## src/rtl/control_sequencer_if.sv

```systemverilog
// Strobe bundle between control_sequencer (master) and the Datapath (slave).
// Start/IR flow into the sequencer; every register-transfer strobe flows out.
interface control_sequencer_if;
    logic        Start;
    logic [31:0] IR;
    logic        PCout, Zhighout, Zlowout, MDRout;
    logic        MARin, PCin, MDRin, IRin, Yin, Zin;
    logic        IncPC, Read;
    logic        Gra, Grb, Grc, Rin, Rout;
    logic        LOin, HIin;
    logic [4:0]  alu_op;
    logic        Run;
    logic        illegal_op;

    modport master (
        input  Start, IR,
        output PCout, Zhighout, Zlowout, MDRout, MARin, PCin, MDRin, IRin, Yin, Zin,
               IncPC, Read, Gra, Grb, Grc, Rin, Rout, LOin, HIin, alu_op, Run, illegal_op
    );

    modport slave (
        output Start, IR,
        input  PCout, Zhighout, Zlowout, MDRout, MARin, PCin, MDRin, IRin, Yin, Zin,
               IncPC, Read, Gra, Grb, Grc, Rin, Rout, LOin, HIin, alu_op, Run, illegal_op
    );
endinterface

```

## src/rtl/control_sequencer.sv

```systemverilog
// Hardwired fetch/execute control unit driving the Datapath strobes.
// Define SEQ_MULDIV_EN to enable the MUL/DIV two-register ops (adds state T6).
module control_sequencer #(
    parameter logic [4:0] NOP_OPCODE  = 5'b11010,
    parameter logic [4:0] HALT_OPCODE = 5'b11011,
    parameter logic [4:0] ALU_LO      = 5'b00011,
    parameter logic [4:0] ALU_HI      = 5'b01100
) (
    input logic                 Clock,
    input logic                 Clear,
    control_sequencer_if.master ctrl
);

`ifdef SEQ_MULDIV_EN
    localparam logic MULDIV_EN = 1'b1;
`else
    localparam logic MULDIV_EN = 1'b0;
`endif
    localparam logic [4:0] MUL_OPCODE = 5'b01111;
    localparam logic [4:0] DIV_OPCODE = 5'b10000;

    typedef enum logic [3:0] {
        S_IDLE   = 4'd0,
        S_T0     = 4'd1,
        S_T1     = 4'd2,
        S_T2     = 4'd3,
        S_T3     = 4'd4,
        S_T4     = 4'd5,
        S_T5     = 4'd6,
        S_T6     = 4'd7,
        S_HALTED = 4'd8
    } state_t;

    typedef struct packed {
        logic       pc_out, zhigh_out, zlow_out, mdr_out;
        logic       mar_in, pc_in, mdr_in, ir_in, y_in, z_in;
        logic       inc_pc, read;
        logic       gra, grb, grc, r_in, r_out;
        logic       lo_in, hi_in;
        logic       illegal_op, run;
        logic [4:0] alu_op;
    } ctrl_t;

    state_t     state_r;
    state_t     next_state_s;
    ctrl_t      ctrl_r;
    ctrl_t      t3_ctrl_s;
    ctrl_t      ctrl_s;
    logic [4:0] opcode_s;
    logic       unused_ir_s;

    assign opcode_s    = ctrl.IR[31:27];
    // Register fields are decoded downstream from Gra/Grb/Grc.
    assign unused_ir_s = ^ctrl.IR[26:0];

    function automatic logic is_alu(input logic [4:0] op);
        return (op >= ALU_LO) && (op <= ALU_HI);
    endfunction

    function automatic logic is_muldiv(input logic [4:0] op);
        return MULDIV_EN && ((op == MUL_OPCODE) || (op == DIV_OPCODE));
    endfunction

    // Strobes of every state except the IR-dependent part of T3.
    function automatic ctrl_t state_strobes(input state_t st, input logic [4:0] op);
        ctrl_t c;
        c = '0;
        case (st)
            S_T0: begin
                c.pc_out = 1'b1; c.mar_in = 1'b1; c.inc_pc = 1'b1; c.z_in = 1'b1; c.run = 1'b1;
            end
            S_T1: begin
                c.zlow_out = 1'b1; c.pc_in = 1'b1; c.read = 1'b1; c.mdr_in = 1'b1; c.run = 1'b1;
            end
            S_T2: begin
                c.mdr_out = 1'b1; c.ir_in = 1'b1; c.run = 1'b1;
            end
            S_T3: c.run = 1'b1;
            S_T4: begin
                c.r_out = 1'b1; c.z_in = 1'b1; c.alu_op = op; c.run = 1'b1;
                if (is_muldiv(op)) c.grb = 1'b1;
                else               c.grc = 1'b1;
            end
            S_T5: begin
                c.zlow_out = 1'b1; c.run = 1'b1;
                if (is_muldiv(op)) c.lo_in = 1'b1;
                else begin
                    c.gra  = 1'b1;
                    c.r_in = 1'b1;
                end
            end
            S_T6: begin
                c.zhigh_out = 1'b1; c.hi_in = 1'b1; c.run = 1'b1;
            end
            default: c = '0;
        endcase
        return c;
    endfunction

    function automatic ctrl_t t3_strobes(input logic [4:0] op);
        ctrl_t c;
        c = '0;
        if (is_alu(op)) begin
            c.grb = 1'b1; c.r_out = 1'b1; c.y_in = 1'b1;
        end else if (is_muldiv(op)) begin
            c.gra = 1'b1; c.r_out = 1'b1; c.y_in = 1'b1;
        end else if ((op == NOP_OPCODE) || (op == HALT_OPCODE)) begin
            c = '0;
        end else begin
            c.illegal_op = 1'b1;
        end
        return c;
    endfunction

    // Next-state decode.
    always_comb begin
        next_state_s = state_r;
        case (state_r)
            S_IDLE: begin
                if (ctrl.Start) next_state_s = S_T0;
                else            next_state_s = S_IDLE;
            end
            S_T0: next_state_s = S_T1;
            S_T1: next_state_s = S_T2;
            S_T2: next_state_s = S_T3;
            S_T3: begin
                if (is_alu(opcode_s) || is_muldiv(opcode_s)) next_state_s = S_T4;
                else if (opcode_s == HALT_OPCODE)            next_state_s = S_HALTED;
                else                                         next_state_s = S_T0;
            end
            S_T4: next_state_s = S_T5;
            S_T5: begin
                if (is_muldiv(opcode_s)) next_state_s = S_T6;
                else                     next_state_s = S_T0;
            end
            S_T6:     next_state_s = S_T0;
            S_HALTED: next_state_s = S_HALTED;
            default:  next_state_s = S_IDLE;
        endcase
    end

    // State register with strobes pre-decoded for the state being entered.
    always_ff @(posedge Clock) begin
        if (Clear) begin
            state_r <= S_IDLE;
            ctrl_r  <= '0;
        end else begin
            state_r <= next_state_s;
            ctrl_r  <= state_strobes(next_state_s, opcode_s);
        end
    end

    // IR is only loaded at the end of T2, so the T3 decode cannot be pre-registered.
    always_comb begin
        if (state_r == S_T3) t3_ctrl_s = t3_strobes(opcode_s);
        else                 t3_ctrl_s = '0;
        ctrl_s = ctrl_r | t3_ctrl_s;
    end

    assign ctrl.PCout      = ctrl_s.pc_out;
    assign ctrl.Zhighout   = ctrl_s.zhigh_out;
    assign ctrl.Zlowout    = ctrl_s.zlow_out;
    assign ctrl.MDRout     = ctrl_s.mdr_out;
    assign ctrl.MARin      = ctrl_s.mar_in;
    assign ctrl.PCin       = ctrl_s.pc_in;
    assign ctrl.MDRin      = ctrl_s.mdr_in;
    assign ctrl.IRin       = ctrl_s.ir_in;
    assign ctrl.Yin        = ctrl_s.y_in;
    assign ctrl.Zin        = ctrl_s.z_in;
    assign ctrl.IncPC      = ctrl_s.inc_pc;
    assign ctrl.Read       = ctrl_s.read;
    assign ctrl.Gra        = ctrl_s.gra;
    assign ctrl.Grb        = ctrl_s.grb;
    assign ctrl.Grc        = ctrl_s.grc;
    assign ctrl.Rin        = ctrl_s.r_in;
    assign ctrl.Rout       = ctrl_s.r_out;
    assign ctrl.LOin       = ctrl_s.lo_in;
    assign ctrl.HIin       = ctrl_s.hi_in;
    assign ctrl.alu_op     = ctrl_s.alu_op;
    assign ctrl.Run        = ctrl_s.run;
    assign ctrl.illegal_op = ctrl_s.illegal_op;

endmodule

```

## src/flat_wrapper.sv

```systemverilog
// flat-port wrapper written by rule: the top's interface ports become plain ports
module control_sequencer_flat 
#(
    parameter logic [4:0] NOP_OPCODE  = 5'b11010,
    parameter logic [4:0] HALT_OPCODE = 5'b11011,
    parameter logic [4:0] ALU_LO      = 5'b00011,
    parameter logic [4:0] ALU_HI      = 5'b01100
)
  (Clock, Clear, ctrl_Start, ctrl_IR, ctrl_PCout, ctrl_Zhighout, ctrl_Zlowout, ctrl_MDRout, ctrl_MARin, ctrl_PCin, ctrl_MDRin, ctrl_IRin, ctrl_Yin, ctrl_Zin, ctrl_IncPC, ctrl_Read, ctrl_Gra, ctrl_Grb, ctrl_Grc, ctrl_Rin, ctrl_Rout, ctrl_LOin, ctrl_HIin, ctrl_alu_op, ctrl_Run, ctrl_illegal_op);
  control_sequencer_if ctrl_i ();
  input logic Clock;
  input logic Clear;
  input wire logic [$bits(ctrl_i.Start)-1:0] ctrl_Start;
  input wire logic [$bits(ctrl_i.IR)-1:0] ctrl_IR;
  output wire logic [$bits(ctrl_i.PCout)-1:0] ctrl_PCout;
  output wire logic [$bits(ctrl_i.Zhighout)-1:0] ctrl_Zhighout;
  output wire logic [$bits(ctrl_i.Zlowout)-1:0] ctrl_Zlowout;
  output wire logic [$bits(ctrl_i.MDRout)-1:0] ctrl_MDRout;
  output wire logic [$bits(ctrl_i.MARin)-1:0] ctrl_MARin;
  output wire logic [$bits(ctrl_i.PCin)-1:0] ctrl_PCin;
  output wire logic [$bits(ctrl_i.MDRin)-1:0] ctrl_MDRin;
  output wire logic [$bits(ctrl_i.IRin)-1:0] ctrl_IRin;
  output wire logic [$bits(ctrl_i.Yin)-1:0] ctrl_Yin;
  output wire logic [$bits(ctrl_i.Zin)-1:0] ctrl_Zin;
  output wire logic [$bits(ctrl_i.IncPC)-1:0] ctrl_IncPC;
  output wire logic [$bits(ctrl_i.Read)-1:0] ctrl_Read;
  output wire logic [$bits(ctrl_i.Gra)-1:0] ctrl_Gra;
  output wire logic [$bits(ctrl_i.Grb)-1:0] ctrl_Grb;
  output wire logic [$bits(ctrl_i.Grc)-1:0] ctrl_Grc;
  output wire logic [$bits(ctrl_i.Rin)-1:0] ctrl_Rin;
  output wire logic [$bits(ctrl_i.Rout)-1:0] ctrl_Rout;
  output wire logic [$bits(ctrl_i.LOin)-1:0] ctrl_LOin;
  output wire logic [$bits(ctrl_i.HIin)-1:0] ctrl_HIin;
  output wire logic [$bits(ctrl_i.alu_op)-1:0] ctrl_alu_op;
  output wire logic [$bits(ctrl_i.Run)-1:0] ctrl_Run;
  output wire logic [$bits(ctrl_i.illegal_op)-1:0] ctrl_illegal_op;
  assign ctrl_i.Start = ctrl_Start;
  assign ctrl_i.IR = ctrl_IR;
  assign ctrl_PCout = ctrl_i.PCout;
  assign ctrl_Zhighout = ctrl_i.Zhighout;
  assign ctrl_Zlowout = ctrl_i.Zlowout;
  assign ctrl_MDRout = ctrl_i.MDRout;
  assign ctrl_MARin = ctrl_i.MARin;
  assign ctrl_PCin = ctrl_i.PCin;
  assign ctrl_MDRin = ctrl_i.MDRin;
  assign ctrl_IRin = ctrl_i.IRin;
  assign ctrl_Yin = ctrl_i.Yin;
  assign ctrl_Zin = ctrl_i.Zin;
  assign ctrl_IncPC = ctrl_i.IncPC;
  assign ctrl_Read = ctrl_i.Read;
  assign ctrl_Gra = ctrl_i.Gra;
  assign ctrl_Grb = ctrl_i.Grb;
  assign ctrl_Grc = ctrl_i.Grc;
  assign ctrl_Rin = ctrl_i.Rin;
  assign ctrl_Rout = ctrl_i.Rout;
  assign ctrl_LOin = ctrl_i.LOin;
  assign ctrl_HIin = ctrl_i.HIin;
  assign ctrl_alu_op = ctrl_i.alu_op;
  assign ctrl_Run = ctrl_i.Run;
  assign ctrl_illegal_op = ctrl_i.illegal_op;
  control_sequencer #(.NOP_OPCODE(NOP_OPCODE), .HALT_OPCODE(HALT_OPCODE), .ALU_LO(ALU_LO), .ALU_HI(ALU_HI)) u_core (.Clock(Clock), .Clear(Clear), .ctrl(ctrl_i));
endmodule
```

## config.mk

```make
export PLATFORM = sky130hd
export DESIGN_NAME = control_sequencer_flat
export DESIGN_NICKNAME = d
export VERILOG_FILES = /design/src/rtl/control_sequencer_if.sv /design/src/rtl/control_sequencer.sv /design/src/flat_wrapper.sv
export SDC_FILE = /design/constraint.sdc
export NUM_CORES = 1
export LEC_CHECK = 0
export CORE_AREA = 2 2 53 55
export DETAILED_ROUTE_END_ITERATION = 6
export DIE_AREA = 0 0 55 57
export GPL_ROUTABILITY_DRIVEN = 0
export PLACE_DENSITY = 0.8
export SLEW_MARGIN = 20
export SYNTH_ARGS = -nofsm -noshare
export SYNTH_HDL_FRONTEND = slang
export SYNTH_SLANG_ARGS = --single-unit
```

## constraint.sdc

```tcl
create_clock -name Clock -period 2.3 [get_ports Clock]
set_input_delay 0.46 -clock Clock [delete_from_list [all_inputs] [get_ports Clock]]
set_output_delay 0.46 -clock Clock [all_outputs]
set_load 0.005 [all_outputs]
```

**Word-level counts from Yosys, hierarchy flattened**

Index checks and enable logic that the tools add are counted.

- Muxes and demuxes: 18
- Equality and inequality tests: 17
- Bitwise operators: 2
- Reduce and logical (&&, ||, !) cells: 8
- Order comparisons: 2

Operators by type and width:

| cell | count |
|---|---|
| $eq 4x3->1 const B | 8 |
| $pmux 4 s8 | 1 |
| $or 26x18->26 | 1 |
| $mux 18 | 1 |
| $eq 4x2->1 const B | 4 |
| $mux 1 | 12 |
| $eq 5x5->1 const B | 2 |
| $eq 4x1->1 const B | 2 |
| $mux 4 | 2 |
| $reduce_or 2->1 | 4 |
| $mux 7 | 1 |
| $reduce_or 7->1 | 1 |
| $ge 5x2->1 const B | 1 |
| $le 5x4->1 const B | 1 |
| $eq 4x4->1 const B | 1 |
| $logic_not 4->1 | 1 |
| $mux 2 | 1 |
| $logic_and 1x1->1 | 1 |
| $logic_or 1x1->1 | 1 |
| $not 1->1 | 1 |

- Word-level logic and storage cells: 60
- Input port bits: 35
- Flip-flop bits (word level): 20
- Output and inout port bits: 26

**Longest topological paths before layout**

- Depth in word-level cells: 7
- Gate-level depth with buffers: 5
- Mapped depth without buffers: 4

**Worst setup path before layout**

No wires, ideal clock.

- Kind: register to output
- From: register u_core.state_r[1]
- To: output port ctrl_Rout
- Data arrival time: 1.420 ns
- Slack: 0.420 ns
- Path buffers: 1
- Cell stages (with the launch flop): 5
- Cells stage by stage: dfxtp_1 > buf_6 > or4b_4 > nor3_1 > or2_2

- Cells in the longest elaborated chain, start to end: 3

Ends and longest elaborated chain:

| item | line | text |
|---|---|---|
| start: declaration | control_sequencer.sv:44 | `state_t state_r;` |
| start signal: assignment | control_sequencer.sv:148 | `state_r <= next_state_s;` |
| $eq 4x3->1 | control_sequencer.sv:155 | `if (state_r == S_T3) t3_ctrl_s = t3_strobes(opcode_s);` |
| $mux 18 | control_sequencer.sv:155 |  |
| $or 26x18->26 | control_sequencer.sv:157 | `ctrl_s = ctrl_r \| t3_ctrl_s;` |
| end: declaration | flat_wrapper.sv:31 | `output wire logic [$bits(ctrl_i.Rout)-1:0] ctrl_Rout;` |

No other way between the ends.

**Worst setup path after layout**

Same ends and word-level chain as after synthesis.

==> results.cfg <==
[routing]
finalWirelength_um = 1650
drt_iter0_drc = 10
dr.pass1.iters = 7
routedWlPerCell_um = 11.2
via_per_inst = 4.52
drc_errors = 0
ant_nets = 0
via_count = 664

[clocking]
clockBufferDepth = 2
ctsRootBufferMaster = clkbuf_4
cts_buffers = 3
clkTransAtPathRegs_ns = 0.10
clk_latency_ns = 0.29
h-tree-depth = 1
cts_tree = built
clock_sink_count = 18

[pwr]
peakVddDrop_mv = 0.266
p_leak_nw = 0.517
power.density_nw_per_um2 = 556

[placed_design]
post-place-ws_ns = -0.318
placed_area_um2 = 1150
dpl.hpwl_um = 1340
place_inst = 142
portBuffers = 32

[grt]
antenna_found_initial = 0
grt_use_total_pct = 12.2
overflow = 0
grt_max_degree = 11
first_global_vias = 627
grt_pass1_wl_um = 2650

[yosys]
synth-edff-count = 0
netlist_instances = 76
syn_area_per_cell_um2 = 10.3
synth-seq-cells = 18
netlist_area_um2 = 779
ys.flop_type = dfxtp_1
yosysWarnings = 0
synthArstFlopShare_pct = 0
ys_seq_area_share_pct = 46.2
synth_cell_type_count = 30

[min_path]
min_path_type = in -> reg

[timing]
min_period_ns = 2.42
rsz0062_at_grt = true
setup_ws_ns = -0.122
clock_skew_ns = 0.00345
hold_viol_final = 0
slew_violations = 0
finalSetupViolations = 1
slew-limit-headroom_pct = 59.8
timing.final.crit_share_pct = 105
worstMarginPinSlew_ns = 0.595
fmax_mhz = 413

[cells_and_area]
final_common_cell = clkdlybuf4s50_1
stdcell_count = 147
area_growth_pct = 54.4
antenna_cells = 0
nNetsFinal = 152
layout_common_cells = clkdlybuf4s50_1, dfxtp_1, buf_4, inv_1, dlygate4sd2_1
layout-drive-gt1-share_pct = 27.6
final_area_um2 = 1200
fin_util_pct = 46.0

[floorplan]
start_util_pct = 29.8
placementRows = 19
pin_count = 61
die-area_um2 = 3140
die_w_um = 55
coreArea_um2 = 2620
die_y_um = 57

[critical_path]
crit_arrival_ns = 1.96
cp-start-kind = flip-flop
cpMaxStageDelayCell = or4b_4
critical_path_class = reg -> out
cp_cell_sequence = or4b_4 -> nor3_4 -> or2_2 -> clkdlybuf4s50_1
cp.required_ns = 1.84
cpPeakStageDelay_ns = 0.57
crit_fanout = 3
end_kind = output port

[run]
maxCapViolations = 0

[outcome]
status = complete, but fails checks
violations = negative setup slack
[layout make-up]
| cell class | instances | area [um^2] |
|---|---|---|
| Fill cell | 260 | 1410 |
| Timing Repair Buffer | 44 | 405 |
| Clock buffer | 4 | 36.3 |
| Sequential cell | 18 | 362 |
| Inverter | 8 | 30.0 |
| Multi-Input combinational cell | 42 | 332 |
| Tap cell | 31 | 38.8 |
[critical path: cells and delay by family, from the launching register on]
family	cells	cell delay, ns
simple gates	3	0.85
flops	1	0.33
buf+inv	1	0.48
[synthesized netlist by cell type, types with 2 or more instances]
cell type  count  area (um^2)
buf_4          9         67.6
nor2_1         5         18.8
nor3_1         3         15.0
nor2b_1        3         18.8
nor3_2         4         40.0
inv_1          8         30.0
nor3b_1        2         15.0
and2_1         2         12.5
dfxtp_1       18          360
nand2_1        2         7.51
[cell families after synthesis]
kind of cell	count (synthesis)	share of synthesized area, %
other	1	0.481
AOI/OAI and AO/OA	10	14.4
DFF	18	46.2
and+or+nand+nor	28	23.8
buffers and inverters	18	14.0
xor gates and xnor gates	1	1.12
[worst paths after layout]
| check | slack, ns | cells past startpoint | startpoint | endpoint |
|---|---|---|---|---|
| worst max register to register | 0.64 | 5 | u_core.state_r[1] | u_core.ctrl_r[3] |
| worst min register to register | 0.64 | 2 | u_core.state_r[3] | u_core.ctrl_r[21] |
| worst max-delay path | -0.12 | 4 | u_core.state_r[1] | ctrl_Rout |
| worst min-delay path | 0.58 | 3 | ctrl_IR[29] | u_core.ctrl_r[2] |
[where the power goes]
part | internal [mW] | leakage [nW] | switching, mW
sequential | 0.329 | 0.148 | 0.00733
combinational | 0.0784 | 0.348 | 0.0621
clock | 0.0965 | 0.0210 | 0.0962
total | 0.504 | 0.517 | 0.166
[metal layers]
| metal | share of wire (%) | global-route usage, % | vias to the layer above | wire length [um] |
|---|---|---|---|---|
| met4 | 2.7 | 9.41 | 0 | 44 |
| met1 | 36 | 11.3 | 311 | 595 |
| met2 | 57 | 21.9 | 23 | 944 |
| met5 | 0 | 0 | - | 0 |
| met3 | 4.1 | 2.36 | 4 | 68 |
| li1 | - | - | 326 | - |
[what timing repair did]
item	4_1_cts	5_1_grt
resized for setup	9	2
pin swaps	5	0
endpoints found under the setup margin	4	2
hold buffers	0	0
cloned	0	0
buffers inserted	1	0
[flip-flops by register name (all words and copies together), names as in the netlist]
signal / count
u_core.ctrl_r: 14
u_core.state_r: 4
[stage by stage]
stage / TNS [ns] / hold WS [ns] / power (mW)
2_1_floorplan: 0 / 0.528 / 0.416
3_3_place_gp: -0.878 / 0.592 / 0.478
3_5_place_dp: -1.18 / 0.602 / 0.484
4_1_cts: -0.273 / 0.573 / 0.673
5_1_grt: -0.186 / 0.587 / 0.698
6_report: -0.122 / 0.578 / 0.669
No activity file was read; power rests on OpenSTA's default activity.
